File: config.mk
export PLATFORM = sky130hd
export DESIGN_NAME = ins_fetcher
export DESIGN_NICKNAME = d
export VERILOG_FILES = /design/src/rtl/ins_fetcher_pkg.sv /design/src/rtl/ins_fetcher_imm_gen.sv /design/src/rtl/ins_fetcher.sv
export SDC_FILE = /design/constraint.sdc
export NUM_CORES = 1
export LEC_CHECK = 0
export ABC_AREA = 0
export CORE_ASPECT_RATIO = 1.25
export CORE_MARGIN = 2
export CORE_UTILIZATION = 40
export CTS_BUF_LIST = sky130_fd_sc_hd__clkbuf_4 sky130_fd_sc_hd__clkbuf_8 sky130_fd_sc_hd__clkbuf_16
export DETAILED_ROUTE_END_ITERATION = 12
export HOLD_SLACK_MARGIN = 0.02
export SKIP_LAST_GASP = 1
export SLEW_MARGIN = 10
export SYNTH_ARGS = -nofsm -noshare
export SYNTH_HDL_FRONTEND = slang
export SYNTH_SLANG_ARGS = --single-unit
File: constraint.sdc
create_clock -name clk -period 6.05 [get_ports clk]
set_clock_uncertainty 0.05 [all_clocks]
set_input_delay 0.9075 -clock clk [delete_from_list [all_inputs] [get_ports clk]]
set_output_delay 0.9075 -clock clk [all_outputs]
set_load 0.005 [all_outputs]
File: src/rtl/ins_fetcher_pkg.sv
// ins_fetcher_pkg
//   Shared constants for the instruction-fetch front end:
//   - RV32I 7-bit opcode heads used by the immediate generator and next-PC logic
//   - fetch FSM state type
package ins_fetcher_pkg;

  localparam logic [6:0] OPC_LOAD   = 7'b0000011;
  localparam logic [6:0] OPC_STORE  = 7'b0100011;
  localparam logic [6:0] OPC_BRANCH = 7'b1100011;
  localparam logic [6:0] OPC_OPIMM  = 7'b0010011;
  localparam logic [6:0] OPC_OP     = 7'b0110011;
  localparam logic [6:0] OPC_LUI    = 7'b0110111;
  localparam logic [6:0] OPC_AUIPC  = 7'b0010111;
  localparam logic [6:0] OPC_JAL    = 7'b1101111;
  localparam logic [6:0] OPC_JALR   = 7'b1100111;

  typedef enum logic [1:0] {
    IF_IDLE = 2'd0,
    IF_WAIT = 2'd1,
    IF_HOLD = 2'd2
  } if_state_e;

endpackage

File: src/rtl/ins_fetcher_imm_gen.sv
// imm_gen
//   Combinational RV32I immediate generator.
//   Ports:
//     ins  in  32  instruction word
//     imm  out 32  immediate (sign/zero-extended per opcode; 0 for R-type/unknown)
module imm_gen
  import ins_fetcher_pkg::*;
(
  input  logic [31:0] ins,
  output logic [31:0] imm
);

  always_comb begin
    imm = '0;
    case (ins[6:0])
      OPC_LOAD, OPC_JALR:
        imm = {{20{ins[31]}}, ins[31:20]};
      OPC_OPIMM: begin
        // Shift-immediates carry funct7 in ins[31:25]; only shamt is the operand.
        if (ins[13:12] == 2'b01)
          imm = {27'b0, ins[24:20]};
        else
          imm = {{20{ins[31]}}, ins[31:20]};
      end
      OPC_STORE:
        imm = {{20{ins[31]}}, ins[31:25], ins[11:7]};
      OPC_BRANCH:
        imm = {{19{ins[31]}}, ins[31], ins[7], ins[30:25], ins[11:8], 1'b0};
      OPC_LUI, OPC_AUIPC:
        imm = {ins[31:12], 12'b0};
      OPC_JAL:
        imm = {{11{ins[31]}}, ins[31], ins[19:12], ins[20], ins[30:21], 1'b0};
      default:
        imm = '0;
    endcase
  end

endmodule

File: src/rtl/ins_fetcher.sv
// ins_fetcher
//   Instruction-fetch front end: owns the PC, fetches one word at a time from
//   the memory controller, buffers it while the back end is stalled, and issues
//   it to the combinational decoder with a one-cycle strobe. JAL is redirected
//   statically; everything else falls through to pc+4. clr re-steers the PC.
//   Ports:
//     clk, rst            clock, synchronous active-high reset
//     rdy                 global enable; low freezes all state (ins_flag forced 0)
//     stall               back end full; no issue while high
//     clr, clr_pc         flush and redirect target
//     mc_ins_req/addr     registered fetch request to memory controller
//     mc_ins_valid/data   returned instruction word (one-cycle pulse)
//     ins, ins_flag       issued instruction and issue strobe
//     ins_imm, rd_val     decoded immediate and PC of issued instruction
module ins_fetcher
  import ins_fetcher_pkg::*;
#(
  parameter logic [31:0] RESET_PC = 32'h0
) (
  input  logic        clk,
  input  logic        rst,
  input  logic        rdy,
  input  logic        stall,
  input  logic        clr,
  input  logic [31:0] clr_pc,
  output logic        mc_ins_req,
  output logic [31:0] mc_ins_addr,
  input  logic        mc_ins_valid,
  input  logic [31:0] mc_ins_data,
  output logic [31:0] ins,
  output logic        ins_flag,
  output logic [31:0] ins_imm,
  output logic [31:0] rd_val
);

  if_state_e   state;
  logic [31:0] pc;
  logic [31:0] ins_buf;
  logic [31:0] issue_word;
  logic [31:0] issue_imm;
  logic [31:0] next_pc;

  // Both issue paths (direct from memory, or from the stall buffer) share one
  // immediate generator by muxing the word on the FSM state.
  always_comb begin
    issue_word = (state == IF_HOLD) ? ins_buf : mc_ins_data;
    next_pc    = (issue_word[6:0] == OPC_JAL) ? pc + issue_imm : pc + 32'd4;
  end

  imm_gen u_imm_gen (
    .ins (issue_word),
    .imm (issue_imm)
  );

  always_ff @(posedge clk) begin
    if (rst) begin
      state       <= IF_IDLE;
      pc          <= RESET_PC;
      ins_buf     <= '0;
      mc_ins_req  <= 1'b0;
      mc_ins_addr <= '0;
      ins         <= '0;
      ins_flag    <= 1'b0;
      ins_imm     <= '0;
      rd_val      <= '0;
    end else if (!rdy) begin
      ins_flag <= 1'b0;
    end else if (clr) begin
      state      <= IF_IDLE;
      pc         <= clr_pc;
      ins_buf    <= '0;
      mc_ins_req <= 1'b0;
      ins_flag   <= 1'b0;
    end else begin
      ins_flag <= 1'b0;
      case (state)
        IF_IDLE: begin
          mc_ins_req  <= 1'b1;
          mc_ins_addr <= pc;
          state       <= IF_WAIT;
        end
        IF_WAIT: begin
          if (mc_ins_valid) begin
            mc_ins_req <= 1'b0;
            if (stall) begin
              ins_buf <= mc_ins_data;
              state   <= IF_HOLD;
            end else begin
              ins      <= issue_word;
              ins_imm  <= issue_imm;
              rd_val   <= pc;
              ins_flag <= 1'b1;
              pc       <= next_pc;
              state    <= IF_IDLE;
            end
          end
        end
        IF_HOLD: begin
          if (!stall) begin
            ins      <= issue_word;
            ins_imm  <= issue_imm;
            rd_val   <= pc;
            ins_flag <= 1'b1;
            pc       <= next_pc;
            state    <= IF_IDLE;
          end
        end
        default: state <= IF_IDLE;
      endcase
    end
  end

endmodule
==> results of run 1 <==
-- metal layers --
| layer | vias to the layer above | global-route usage | share of wire |
|---|---|---|---|
| met2 | 324 | 0.390 | 0.46 |
| met4 | 0 | 0.0712 | 0.018 |
| met5 | - | 0 | 0 |
| met1 | 4687 | 0.336 | 0.46 |
| met3 | 33 | 0.0458 | 0.067 |
| li1 | 4957 | - | - |
-- worst max-delay path, stage by stage (launching register included) --
cell	delay (ns)
sky130_fd_sc_hd__dfxtp_1	0.33
sky130_fd_sc_hd__inv_1	0.08
sky130_fd_sc_hd__ha_2	0.48
sky130_fd_sc_hd__buf_12	0.28
sky130_fd_sc_hd__mux2i_1	0.15
sky130_fd_sc_hd__or4_4	0.59
sky130_fd_sc_hd__or3_4	0.36
sky130_fd_sc_hd__and2_1	0.25
sky130_fd_sc_hd__o21ai_1	0.28
sky130_fd_sc_hd__ha_1	0.32
sky130_fd_sc_hd__nand4_1	0.26
sky130_fd_sc_hd__nor4_1	0.31
sky130_fd_sc_hd__a21oi_1	0.17
sky130_fd_sc_hd__a211oi_1	0.39
sky130_fd_sc_hd__a211oi_1	0.12
sky130_fd_sc_hd__a21oi_1	0.22
sky130_fd_sc_hd__o211a_1	0.20
sky130_fd_sc_hd__a31oi_1	0.08
sky130_fd_sc_hd__o32ai_1	0.21
-- registers in the layout, indices dropped and copies added, names as in the netlist --
name	flops
ins	32
ins_buf	32
ins_imm	32
mc_ins_addr	32
pc	32
rd_val	32
state	2
ins_flag	1
mc_ins_req	1
-- cell type report --
| cell class | instances | area (um2) |
|---|---|---|
| Inverter | 15 | 56.3 |
| Clock inverter | 14 | 189 |
| Multi-Input combinational cell | 1014 | 5890 |
| Sequential cell | 196 | 3920 |
| Fill cell | 2438 | 12200 |
| Tap cell | 335 | 419 |
| Timing Repair Buffer | 218 | 2140 |
| Clock buffer | 18 | 433 |
-- worst max path at each step --
| stage | from | end | slack (ns) | cells past startpoint |
|---|---|---|---|---|
| after floorplan | mc_ins_data[4] | pc[24] | 1.35 | 16 |
| after global routing | state[0] | pc[30] | 0.32 | 17 |
| after detailed placement | mc_ins_data[4] | pc[27] | 0.50 | 16 |
| after CTS | state[0] | pc[30] | 0.77 | 18 |
| final | state[0] | pc[31] | 0.80 | 18 |
| after global placement | mc_ins_data[4] | pc[30] | 0.51 | 16 |
-- kinds of logic after synthesis --
kind of cell / count (synthesis) / synth area share
simple gates: 539 / 0.230
compound gates: 354 / 0.218
flops: 196 / 0.382
xor+xnor: 47 / 0.0400
fa+ha+maj: 36 / 0.0445
mux: 38 / 0.0379
buf+inv: 116 / 0.0471
-- metrics by stage --
stage	utilization	power [W]	cell area, um2	std cells	hold WS, ns
final	0.516	0.00291	13100	1810	0.405
after floorplan	-	0.00157	10300	1326	0.403
after global placement	0.492	0.00173	12400	1778	0.393
after CTS	0.516	0.00293	13100	1810	0.408
after global routing	0.516	0.00303	13100	1810	0.427
after detailed placement	0.492	0.00173	12400	1778	0.398
-- power groups by stage --
stage | sequential, W | combinational (W) | clock (W)
5_1_grt | 0.00137 | 0.000369 | 0.00129
6_report | 0.00136 | 0.000335 | 0.00122
2_1_floorplan | 0.00137 | 0.000195 | 0
4_1_cts | 0.00136 | 0.000336 | 0.00123
3_5_place_dp | 0.00139 | 0.000335 | 0
3_3_place_gp | 0.00139 | 0.000334 | 0
-- Yosys cell counts (6+ instances only) --
| library cell | instances | area [um2] |
|---|---|---|
| sky130_fd_sc_hd__nand3_1 | 26 | 130 |
| sky130_fd_sc_hd__nor3_1 | 55 | 275 |
| sky130_fd_sc_hd__nand4_1 | 10 | 62.6 |
| sky130_fd_sc_hd__nand2_1 | 197 | 739 |
| sky130_fd_sc_hd__a211oi_1 | 71 | 533 |
| sky130_fd_sc_hd__buf_2 | 8 | 40.0 |
| sky130_fd_sc_hd__o21ai_0 | 37 | 185 |
| sky130_fd_sc_hd__a21o_1 | 10 | 75.1 |
| sky130_fd_sc_hd__dfxtp_1 | 196 | 3920 |
| sky130_fd_sc_hd__xor2_1 | 23 | 201 |
| sky130_fd_sc_hd__nand2b_1 | 7 | 43.8 |
| sky130_fd_sc_hd__clkbuf_1 | 78 | 293 |
| sky130_fd_sc_hd__o21a_1 | 6 | 45.0 |
| sky130_fd_sc_hd__o22ai_1 | 8 | 50.1 |
| sky130_fd_sc_hd__a22oi_1 | 32 | 240 |
| sky130_fd_sc_hd__or3_1 | 9 | 56.3 |
| sky130_fd_sc_hd__xnor2_1 | 24 | 210 |
| sky130_fd_sc_hd__buf_1 | 9 | 33.8 |
| sky130_fd_sc_hd__o21ai_1 | 14 | 70.1 |
| sky130_fd_sc_hd__a21oi_1 | 123 | 616 |
| sky130_fd_sc_hd__nor2_1 | 184 | 691 |
| sky130_fd_sc_hd__inv_1 | 14 | 52.6 |
| sky130_fd_sc_hd__mux2i_1 | 34 | 340 |
| sky130_fd_sc_hd__ha_1 | 35 | 438 |
| sky130_fd_sc_hd__a31oi_1 | 8 | 50.1 |
| sky130_fd_sc_hd__and4_1 | 6 | 52.6 |
| sky130_fd_sc_hd__o211ai_1 | 11 | 82.6 |
| sky130_fd_sc_hd__and3_1 | 15 | 93.8 |
==> insert_results.sql, run 1 <==
INSERT INTO impl_metrics (metric_group, metric, value, unit) VALUES
('synthesis', 'synthesis.instances', '1326', ''),
('global_routing', 'pin_count_of_the_biggest_net_entering_global_routing', '97', ''),
('hold_path', 'worstHoldPathType', 'register to register', ''),
('drt', 'via_per_inst', '5.53', ''),
('cts', 'cts_repair_resize_count', '0', ''),
('cts', 'worstSkewPairLatency', '0.45', 'ns'),
('pwr', 'power.switching_fraction', '0.279', ''),
('placed_design', 'dp_hpwl', '24.1', 'mm'),
('placed_design', 'portBuffers', '199', ''),
('die', 'i_o_pins', '200', ''),
('timing', 'timing_worst_slew_pin_value', '1.18', 'ns'),
('drt', 'initialDrtViolationCount', '731', ''),
('cts', 'clock_sink_count', '196', ''),
('drt', 'drt-total-wl', '33.2', 'mm'),
('cts', 'cts_tree', 'yes', ''),
('drt', 'drtPass1Iterations', '6', ''),
('synthesis', 'synth_warnings', '0', ''),
('global_routing', 'number_of_antenna_violations_at_the_first_check_in_global_routing', '0', ''),
('run_status', 'status', 'complete, no violations', ''),
('placed_design', 'place_ws', '0.495', 'ns'),
('synthesis', 'syn-num-nets', '1432', ''),
('final_layout', 'num-nets-final', '1568', ''),
('pwr', 'clock_power_share', '0.417', ''),
('timing', 'post-route-min-period', '5.25', 'ns'),
('cts', 'ctsRootBufferMaster', 'sky130_fd_sc_hd__clkbuf_16', ''),
('worst_setup_path', 'regToRegStartpoint', 'state[0]', ''),
('synthesis', 'synth-seq-cells', '196', ''),
('cts', 'post_cts_buffers', '0', ''),
('die', 'core', '0.0253', 'mm2'),
('timing', 'final-setup-viol-count', '0', ''),
('pwr', 'power.density_cell_area', '223', 'mW/mm2'),
('pwr', 'power_frac_seq', '0.468', ''),
('worst_setup_path', 'r2r.worst_path.cells', '18', ''),
('hold_path', 'worstHoldEndpoint', 'ins_imm[6]', ''),
('global_routing', 'groute.usage.overall', '0.244', ''),
('drt', 'drtAntennaViolNets', '0', ''),
('synthesis', 'dominant_register_cell_in_the_synthesized_netlist', 'sky130_fd_sc_hd__dfxtp_1', ''),
('synthesis', 'mappedNetlistArea', '0.0103', 'mm2'),
('global_routing', 'grt_pass1_wl', '52.7', 'mm'),
('synthesis', 'avg_synthesized_cell_area', '7.75', 'um2'),
('die', 'dieWidth', '147', 'um'),
('worst_setup_path', 'setup.worst_path.start_class', 'register', ''),
('worst_setup_path', 'rr_endpoint', 'pc[31]', ''),
('timing', 'fmaxAchievable', '190', 'MHz'),
('final_layout', 'antenna-diode-count', '0', ''),
('hold_path', 'hold_path.startpoint', 'ins_imm[6]', ''),
('die', 'row_count', '65', ''),
('pwr', 'max-vdd-ir-drop', '195', 'uV'),
('cts', 'tritoncts.num_buffers', '17', ''),
('timing', 'rsz0062_at_grt', 'false', ''),
('pwr', 'power.switching', '0.000813', 'W'),
('worst_setup_path', 'timing.critical_path.to_type', 'register', ''),
('drt', 'routed-via-count', '10000', ''),
('hold_path', 'holdPathStages', '2', ''),
('placed_design', 'globalplace.congestion', '0.981', ''),
('final_layout', 'areaGrowthSynthToFinish', '27.0', '%'),
('drt', 'post_drt_wl_per_cell', '18.3', 'um'),
('worst_setup_path', 'reg2reg_setup_slack', '0.80', 'ns'),
('cts', 'htree_levels', '4', ''),
('global_routing', 'grt_pass1_vias', '9305', ''),
('worst_setup_path', 'critPathMaxFanout', '29', ''),
('cts', 'clkTransAtPathRegs', '0.08', 'ns'),
('synthesis', 'async_reset_ff_frac', '0', ''),
('timing', 'final_max_slew_viol_count', '0', ''),
('synthesis', 'synth.yosys.seq_area_share', '0.382', ''),
('pwr', 'power_frac_comb', '0.115', ''),
('cts', 'max-clock-path-buffers', '2', ''),
('run', 'maxCapViolCount', '0', ''),
('worst_setup_path', 'path_class', 'register to register', ''),
('die', 'initial_utilization', '0.406', ''),
('final_layout', 'drive_gt1_frac', '0.0502', '');
Power figures use the tool's default switching activity.
==> run 2, diff against run 1 <==
--- a/config.mk
+++ b/config.mk
@@ -10,6 +10,7 @@
 export CORE_MARGIN = 2
 export CORE_UTILIZATION = 40
 export CTS_BUF_LIST = sky130_fd_sc_hd__clkbuf_4 sky130_fd_sc_hd__clkbuf_8 sky130_fd_sc_hd__clkbuf_16
+export CTS_CLUSTER_DIAMETER = 120
 export DETAILED_ROUTE_END_ITERATION = 12
 export HOLD_SLACK_MARGIN = 0.02
 export SKIP_LAST_GASP = 1
==> constraint.sdc (replaced) <==
create_clock -name clk -period 5.25 [get_ports clk]
set_clock_uncertainty 0.05 [all_clocks]
set_input_delay 0.7875 -clock clk [delete_from_list [all_inputs] [get_ports clk]]
set_output_delay 0.7875 -clock clk [all_outputs]
set_load 0.005 [all_outputs]
==> insert_results.sql, run 2 (synthesis results as in run 1) <==
INSERT INTO impl_metrics (metric_group, metric, value, unit) VALUES
('cts', 'tritoncts.num_buffers', '17', ''),
('worst_setup_path', 'path_class', 'primary input to register', ''),
('worst_setup_path', 'regToRegStartpoint', 'state[0]', ''),
('drt', 'drt-total-wl', '33.4', 'mm'),
('worst_setup_path', 'setup.worst_path.start_class', 'primary input', ''),
('worst_setup_path', 'critPathMaxFanout', '9', ''),
('cts', 'ctsRootBufferMaster', 'sky130_fd_sc_hd__clkbuf_16', ''),
('pwr', 'leakage', '4.82', 'nW'),
('worst_setup_path', 'reg2reg_setup_slack', '0.39', 'ns'),
('timing', 'finalHoldViolCount', '0', ''),
('final_layout', 'drive_gt1_frac', '0.0844', ''),
('cts', 'number_of_buffers_added_to_fix_hold_violations_after_cts', '0', ''),
('final_layout', 'num-nets-final', '1621', ''),
('cts', 'cts_repair_resize_count', '0', ''),
('timing', 'timing.final.crit_share', '0.930', ''),
('timing', 'timing_worst_slew_pin_value', '1.11', 'ns'),
('hold_path', 'worstHoldPathType', 'register to register', ''),
('cts', 'worstSkewPairLatency', '0.44', 'ns'),
('cts', 'cts_tree', 'yes', ''),
('drt', 'routed-via-count', '10100', ''),
('worst_setup_path', 'r2r.worst_path.cells', '18', ''),
('drt', 'drc', '0', ''),
('timing', 'final_max_slew_viol_count', '0', ''),
('cts', 'clkTransAtPathRegs', '0.07', 'ns'),
('hold_path', 'hold_path.startpoint', 'ins_imm[9]', ''),
('drt', 'post_drt_wl_per_cell', '17.9', 'um'),
('worst_setup_path', 'rr_endpoint', 'pc[30]', ''),
('placed_design', 'portBuffers', '199', ''),
('drt', 'drtAntennaViolNets', '0', ''),
('global_routing', 'grt_pass1_wl', '51.9', 'mm'),
('timing', 'maxSlewHeadroom', '0.258', ''),
('die', 'dieWidth', '147', 'um'),
('timing', 'post-route-min-period', '4.88', 'ns'),
('timing', 'timing.setup.tns', '0', 'ns'),
('die', 'dieArea', '0.0270', 'mm2'),
('die', 'core', '0.0253', 'mm2'),
('global_routing', 'number_of_antenna_violations_at_the_first_check_in_global_routing', '1', ''),
('die', 'die_height', '183', 'um'),
('global_routing', 'grt_pass1_vias', '9373', ''),
('worst_setup_path', 'timing.critical_path.to_type', 'register', ''),
('timing', 'final-setup-viol-count', '0', ''),
('die', 'row_count', '65', ''),
('pwr', 'power.density_cell_area', '246', 'mW/mm2'),
('global_routing', 'pin_count_of_the_biggest_net_entering_global_routing', '101', ''),
('cts', 'clock_sink_count', '196', ''),
('timing', 'fmaxAchievable', '205', 'MHz'),
('final_layout', 'areaGrowthSynthToFinish', '30.5', '%'),
('global_routing', 'grt-ovfl-total', '0', ''),
('placed_design', 'dp_hpwl', '24.5', 'mm'),
('worst_setup_path', 'timing.critical_path.to', 'pc[31]', ''),
('global_routing', 'groute.usage.overall', '0.243', ''),
('drt', 'drtPass1Iterations', '5', ''),
('hold_path', 'holdPathStages', '2', ''),
('placed_design', 'place_ws', '-0.0502', 'ns'),
('worst_setup_path', 'worst-endpoint-arrival', '5.14', 'ns'),
('placed_design', 'globalplace.congestion', '0.943', ''),
('final_layout', 'layout_common_cells', 'sky130_fd_sc_hd__nand2_1 (197), sky130_fd_sc_hd__clkdlybuf4s50_1 (197), sky130_fd_sc_hd__dfxtp_1 (196), sky130_fd_sc_hd__nor2_1 (184), sky130_fd_sc_hd__a21oi_1 (123)', ''),
('pwr', 'totalPowerFinal', '0.00330', 'W'),
('cts', 'max-clock-path-buffers', '2', ''),
('worst_setup_path', 'required', '5.50', 'ns'),
('cts', 'htree_levels', '4', ''),
('run_status', 'status', 'complete, no violations', ''),
('drt', 'via_per_inst', '5.43', ''),
('die', 'i_o_pins', '200', ''),
('run', 'maxCapViolCount', '0', ''),
('cts', 'post_cts_buffers', '0', ''),
('timing', 'final.setup.worst_slack', '0.365', 'ns'),
('final_layout', 'antenna-diode-count', '0', ''),
('timing', 'rsz0062_at_grt', 'false', ''),
('worst_setup_path', 'critPathLaunch', 'mc_ins_data[4]', ''),
('die', 'initial_utilization', '0.406', ''),
('pwr', 'max-vdd-ir-drop', '206', 'uV'),
('drt', 'initialDrtViolationCount', '676', '');
run 2: cell count changes in the layout (fill, tap and decap cells not counted), sizes merged:
cell	change
clkbuf	+2
clkinvlp	+2
buf	+53
inv	-1
bufinv	-1
clkinv	-2
run 2: worst min path at each step:
stage / to / slack, ns
after floorplan: ins_imm[0] / 0.40
after global placement: rd_val[14] / 0.39
after detailed placement: mc_ins_addr[10] / 0.40
after CTS: ins_imm[9] / 0.41
after global routing: rd_val[11] / 0.42
final: ins_imm[9] / 0.40
run 2: metrics by stage:
step | instances | instance area [um2] | hold slack [ns] | utilization
6_report | 1863 | 13400 | 0.403 | 0.531
5_1_grt | 1863 | 13400 | 0.421 | 0.531
4_1_cts | 1863 | 13400 | 0.406 | 0.530
3_5_place_dp | 1831 | 12800 | 0.396 | 0.507
3_3_place_gp | 1831 | 12800 | 0.392 | 0.507
2_1_floorplan | 1326 | 10300 | 0.403 | -
run 2: power breakdown:
part / switching, W / internal [W]
Sequential: 0.0000529 / 0.00152
Combinational: 0.000226 / 0.000187
Clock: 0.000625 / 0.000695
Total: 0.000904 / 0.00240
run 2: per-layer routing:
layer | global-route usage | routed length (um)
met3 | 0.0545 | 2320
met4 | 0.0796 | 839
met2 | 0.383 | 15000
met1 | 0.329 | 15300
met5 | 0 | 0
run 2: critical path, stage by stage:
cell and delay, ns:
sky130_fd_sc_hd__clkdlybuf4s50_1 0.45, sky130_fd_sc_hd__mux2_4 0.30, sky130_fd_sc_hd__or4_4 0.56, sky130_fd_sc_hd__or3_4 0.36, sky130_fd_sc_hd__and2_1 0.25, sky130_fd_sc_hd__o21ai_1 0.23
sky130_fd_sc_hd__ha_1 0.26, sky130_fd_sc_hd__nand4_1 0.26, sky130_fd_sc_hd__nor4_1 0.34, sky130_fd_sc_hd__a21oi_1 0.13, sky130_fd_sc_hd__a211oi_1 0.40, sky130_fd_sc_hd__a211oi_1 0.13
sky130_fd_sc_hd__a21oi_1 0.22, sky130_fd_sc_hd__o211a_1 0.21, sky130_fd_sc_hd__and3_1 0.16, sky130_fd_sc_hd__o32ai_1 0.08
run 2: final cells by class:
class	count	area, um2
Clock buffer	20	460
Clock inverter	12	118
Fill cell	2454	11900
Inverter	15	56.3
Multi-Input combinational cell	1014	5910
Sequential cell	196	3920
Tap cell	335	419
Timing Repair Buffer	271	2530
